**config.mk**
```make
export PLATFORM = sky130hd
export DESIGN_NAME = console_uart_tx
export DESIGN_NICKNAME = d
export VERILOG_FILES = /design/src/rtl/console_uart_tx.sv
export SDC_FILE = /design/constraint.sdc
export NUM_CORES = 1
export LEC_CHECK = 0
export BUFFER_PORTS_ARGS = -buffer_cell sky130_fd_sc_hd__buf_2
export CAP_MARGIN = 20
export CORE_UTILIZATION = 29
export DETAILED_ROUTE_END_ITERATION = 6
export SYNTH_ARGS = -nofsm -noshare
export SYNTH_HDL_FRONTEND = slang
export SYNTH_SLANG_ARGS = --single-unit
```
**constraint.sdc**
```tcl
create_clock -name clk -period 9.3 [get_ports clk]
set_clock_uncertainty 0.05 [all_clocks]
set_input_delay 0.465 -clock clk [delete_from_list [all_inputs] [get_ports clk]]
set_output_delay 0.465 -clock clk [all_outputs]
set_load 0.01 [all_outputs]
```
**src/rtl/console_uart_tx.sv**
```systemverilog
// Console byte sink for bbq: buffers writes in a small FIFO and sends each byte as 8N1, LSB first.
// Overflowing writes are dropped and counted; the writer is never stalled.
module console_uart_tx #(
  parameter int unsigned XLEN         = 32,
  parameter int unsigned CLKS_PER_BIT = 868,
  parameter int unsigned FIFO_DEPTH   = 16
) (
  input  logic            clk,
  input  logic            reset,
  input  logic            console_we,
  input  logic [XLEN-1:0] console_wdata,
  output logic            tx,
  output logic            busy,
  output logic            fifo_full,
  output logic [7:0]      drop_count
);

  localparam int unsigned BW   = (CLKS_PER_BIT > 1) ? $clog2(CLKS_PER_BIT) : 1;
  localparam int unsigned PW   = (FIFO_DEPTH > 1) ? $clog2(FIFO_DEPTH) : 1;
  localparam int unsigned CNTW = PW + 1;

  typedef enum logic [1:0] {StIdle, StStart, StData, StStop} state_e;

  state_e          state_q, state_d;
  logic [BW-1:0]   baud_q, baud_d;
  logic [2:0]      bit_q, bit_d;
  logic [7:0]      shift_q, shift_d;
  logic            tx_q, tx_d;
  logic [PW-1:0]   wr_ptr_q, wr_ptr_d;
  logic [PW-1:0]   rd_ptr_q, rd_ptr_d;
  logic [CNTW-1:0] count_q, count_d;
  logic [7:0]      drop_q, drop_d;
  logic [7:0]      mem_q [FIFO_DEPTH];

  logic full, push, pop, baud_last;

  // Only the low byte is transmitted.
  logic unused_wdata;
  assign unused_wdata = ^console_wdata[XLEN-1:8];

  always_comb begin
    full      = (count_q == CNTW'(FIFO_DEPTH));
    push      = console_we && !full;
    pop       = (state_q == StIdle) && (count_q != '0);
    baud_last = (baud_q == BW'(CLKS_PER_BIT - 1));

    wr_ptr_d = push ? wr_ptr_q + PW'(1) : wr_ptr_q;
    rd_ptr_d = pop ? rd_ptr_q + PW'(1) : rd_ptr_q;

    unique case ({push, pop})
      2'b10:   count_d = count_q + CNTW'(1);
      2'b01:   count_d = count_q - CNTW'(1);
      default: count_d = count_q;
    endcase

    drop_d = (console_we && full && (drop_q != 8'hFF)) ? drop_q + 8'd1 : drop_q;

    state_d = state_q;
    baud_d  = baud_q + BW'(1);
    bit_d   = bit_q;
    shift_d = shift_q;
    tx_d    = tx_q;

    case (state_q)
      StIdle: begin
        baud_d = '0;
        if (pop) begin
          state_d = StStart;
          shift_d = mem_q[rd_ptr_q];
          tx_d    = 1'b0;
        end
      end
      StStart: begin
        if (baud_last) begin
          state_d = StData;
          baud_d  = '0;
          bit_d   = 3'd0;
          tx_d    = shift_q[0];
        end
      end
      StData: begin
        if (baud_last) begin
          baud_d = '0;
          if (bit_q == 3'd7) begin
            state_d = StStop;
            tx_d    = 1'b1;
          end else begin
            bit_d = bit_q + 3'd1;
            tx_d  = shift_q[bit_q + 3'd1];
          end
        end
      end
      StStop: begin
        if (baud_last) begin
          state_d = StIdle;
          baud_d  = '0;
        end
      end
      default: begin
        state_d = StIdle;
        baud_d  = '0;
        tx_d    = 1'b1;
      end
    endcase
  end

  always_ff @(posedge clk) begin
    if (reset) begin
      state_q  <= StIdle;
      baud_q   <= '0;
      bit_q    <= 3'd0;
      shift_q  <= 8'd0;
      tx_q     <= 1'b1;
      wr_ptr_q <= '0;
      rd_ptr_q <= '0;
      count_q  <= '0;
      drop_q   <= 8'd0;
    end else begin
      state_q  <= state_d;
      baud_q   <= baud_d;
      bit_q    <= bit_d;
      shift_q  <= shift_d;
      tx_q     <= tx_d;
      wr_ptr_q <= wr_ptr_d;
      rd_ptr_q <= rd_ptr_d;
      count_q  <= count_d;
      drop_q   <= drop_d;
    end
  end

  // Storage needs no reset: the pointers and count define what is valid.
  always_ff @(posedge clk) begin
    if (push) begin
      mem_q[wr_ptr_q] <= console_wdata[7:0];
    end
  end

  assign tx         = tx_q;
  assign busy       = (count_q != '0) || (state_q != StIdle);
  assign fifo_full  = full;
  assign drop_count = drop_q;

endmodule
```
==> results.yml <==
die:
  dieHeight_um: 160
  io_pins: 46
  die-area_sq_um: 25500
  coreArea_sq_um: 24300
  die_w_um: 160
  start_util_pct: 29.6
  row_count: 57
synthesis:
  synth_cells: 486
  synthArstFlopShare_pct: 0
  ys_seq_area_share_pct: 65.9
  synth_edf_count: 128
  synthTopCellsByCount: "edfxtp_1, nor2_1, dfxtp_1, mux4_2, a21oi_1"
  netlist_area_sq_um: 7200
  netlist.area_leader.share_pct: 53.4
  ys_ff_latch: 173
  syn_nets: 538
  postSynthAreaPerCell_sq_um: 14.8
  synth_area_leader_cell: "edfxtp_1"
  ys_warn_count: 0
  synth.area.top_cells: "edfxtp_1, dfxtp_1, mux4_2, nor2_1, ha_1"
  synth_most_common_cell: "edfxtp_1"
  synth-main-ff-cell: "edfxtp_1"
  synth_cell_types: 51
worst_setup_path:
  cp_cell_sequence: "or4_4 > o21ai_4 > inv_2 > ha_1 > xor2_1 > ha_1 > a211o_1 > nand2_1 > nand3b_1 > a31oi_1 > mux2_2"
  worstPathRequired_ns: 9.57
  max_stage_delay_ns: 0.59
  worstPathMaxFanout: 18
  endpoint_kind: "flip-flop"
  criticalPathCategory: "flip-flop to flip-flop"
  worst_path_most_repeated_cell: "ha_1"
  slowest_stage: "or4_4"
  arrival_ns: 3.72
  start_kind: "flip-flop"
  rrSetupSlack_ns: 5.85
power_and_ir_drop:
  swShare_pct: 31.2
  p_comb_share_pct: 23.1
  p_per_area_nw_per_um2: 257
  p_sw_mw: 0.662
  leakagePower_nw: 2.71
  total_power_mw: 2.12
  p_int_mw: 1.46
  power_frac_seq_pct: 43.6
  vdd_drop_max_uv: 121
  p_clk_share_pct: 33.3
drt:
  drtIter0Drc: 251
  vias: 3973
  drt_first_pass_iters: 5
  routed_wirelength_um: 13800
  wl_per_cell_um: 16.3
  vias_per_cell: 4.70
  ant_nets: 0
  drc: 0
global_route:
  grt.total_usage_pct: 11.3
  grt_pass1_wl_um: 21800
  grt_pass1_vias: 4036
  grt_antenna_before_repair: 0
  gr-total-overflow: 0
  grt_max_degree: 38
sta:
  post-route-min-period_ns: 3.45
  tns_ns: 0
  fmax_ghz: 0.290
  slew_headroom_pct: 39.0
  fin_crit_sh_pct: 37.1
  worst_slew_pin_slew_ns: 0.907
  final_max_slew_viol_count: 0
  final_hold_viol_count: 0
  rsz0062_at_grt: "no"
  finalSetupViolCount: 0
placed_design:
  dp.cells: 813
  gp_congestion: 0.765
  io_buffers: 21
  dp_hpwl_um: 8810
cells_and_area:
  utilization_pct: 33.9
  multi_input_area_sq_um: 2300
  final_cells: 845
  drive_gt1_share_pct: 19.4
  nNetsFinal: 560
  regArea_sq_um: 4750
  fill_cells: 2323
  num_antenna_cells: 0
  syn_to_final_growth_pct: 14.5
min_path:
  worstHoldPathType: "input pin to flip-flop"
cts:
  path_clk_slew_ns: 0.07
  h-tree-depth: 4
  clk_latency_ns: 0.43
  cts_max_path_buffers: 2
  cts-buffers-inserted: 17
  postCtsSetupBuffers: 0
  cts_hold_buffers: 0
  cts_sinks: 173
  cts-resized-gates: 0
  cts_tree: "yes"
  root_buffer: "clkbuf_16"
run_status:
  status: "complete, no violations"
run:
  drv_cap: 0
## path summary, 6_finish.rpt
path	from	to	cells after the start
max	count_q[1]$_SDFFE_PP0P_	count_q[4]$_SDFFE_PP0P_	11
min	console_wdata[7]	mem_q[15][7]$_DFFE_PP_	1
max reg2reg	count_q[1]$_SDFFE_PP0P_	count_q[4]$_SDFFE_PP0P_	11
min reg2reg	baud_q[0]$_SDFF_PP0_	baud_q[0]$_SDFF_PP0_	1
## routing by layer
metal / GRT usage [%] / up-vias / routed length (um)
met3: 3.00 / 9 / 756
met5: 0 / - / 0
li1: - / 1890 / -
met1: 14.7 / 1983 / 6050
met4: 3.76 / 0 / 127
met2: 18.4 / 91 / 6830
## stage by stage
stage	area [sq um]	setup slack [ns]	hold WS [ns]
after floorplan	7200	6.23	0.376
after global placement	7640	5.94	0.392
after detailed placement	7640	5.89	0.406
after CTS	8250	5.86	0.365
after global routing	8250	5.74	0.382
final	8250	5.85	0.371
## critical path, delay by kind of cell, from the launching register on
family	cells	cell delay [ns]
buffers and inverters	1	0.15
and+or+nand+nor	3	0.73
AOI/OAI and AO/OA	3	0.87
muxes	1	0.35
DFF	1	0.42
adders and majority gates	2	0.58
xor gates and xnor gates	1	0.19
## logic make-up after synthesis
| group | share of synthesized area (%) |
|---|---|
| AOI/OAI and AO/OA | 5.51 |
| xor gates and xnor gates | 2.92 |
| adders and majority gates | 2.95 |
| buffers and inverters | 2.14 |
| DFF | 65.9 |
| muxes | 11.0 |
| and+or+nand+nor | 9.62 |
## cell type report
cell class / count / area share [%]
Sequential cell: 173 / 57.5
Multi-Input combinational cell: 279 / 27.9
Clock buffer: 17 / 5.16
Tap cell: 324 / 4.92
Clock inverter: 15 / 2.17
Timing Repair Buffer: 27 / 1.82
Inverter: 10 / 0.455
## sequential cells by signal, summed over array words and instances, names as in the netlist
name and count:
mem_q 128, count_q 5, baud_q 10, rd_ptr_q 4
state_q 2, bit_q 3, drop_count 8, tx 1
shift_q 8, wr_ptr_q 4
## placed cells by master, fill, tap and decap left out, types with 2 or more instances in the layout
cell type and n:
nor4bb_1 2, ha_1 17, a22oi_1 18, clkbuf_16 17, o21ai_0 5, edfxtp_1 128, xnor2_1 13, inv_1 9
and2_1 3, nor2_1 59, nor3_1 10, clkinv_4 2, mux2i_1 6, nand2b_1 5, nor2b_1 6, mux4_2 32
inv_6 4, or3_1 4, nor3b_1 3, clkinv_8 4, nand2_1 22, buf_4 6, nand4_1 4, inv_8 4
buf_2 21, and3_1 4, nand3_1 7, dfxtp_1 44, a21oi_1 26, xor2_1 11, o22ai_1 2
## power by group through the flow
stage          Sequential [mW]  Clock [mW]  Combinational [mW]
2_1_floorplan            0.924           0               0.403
3_3_place_gp             0.938           0               0.475
3_5_place_dp             0.942           0               0.491
4_1_cts                  0.925       0.717               0.497
5_1_grt                  0.932       0.747               0.541
6_report                 0.925       0.707               0.491
No activity file was read; power rests on OpenSTA's default activity.
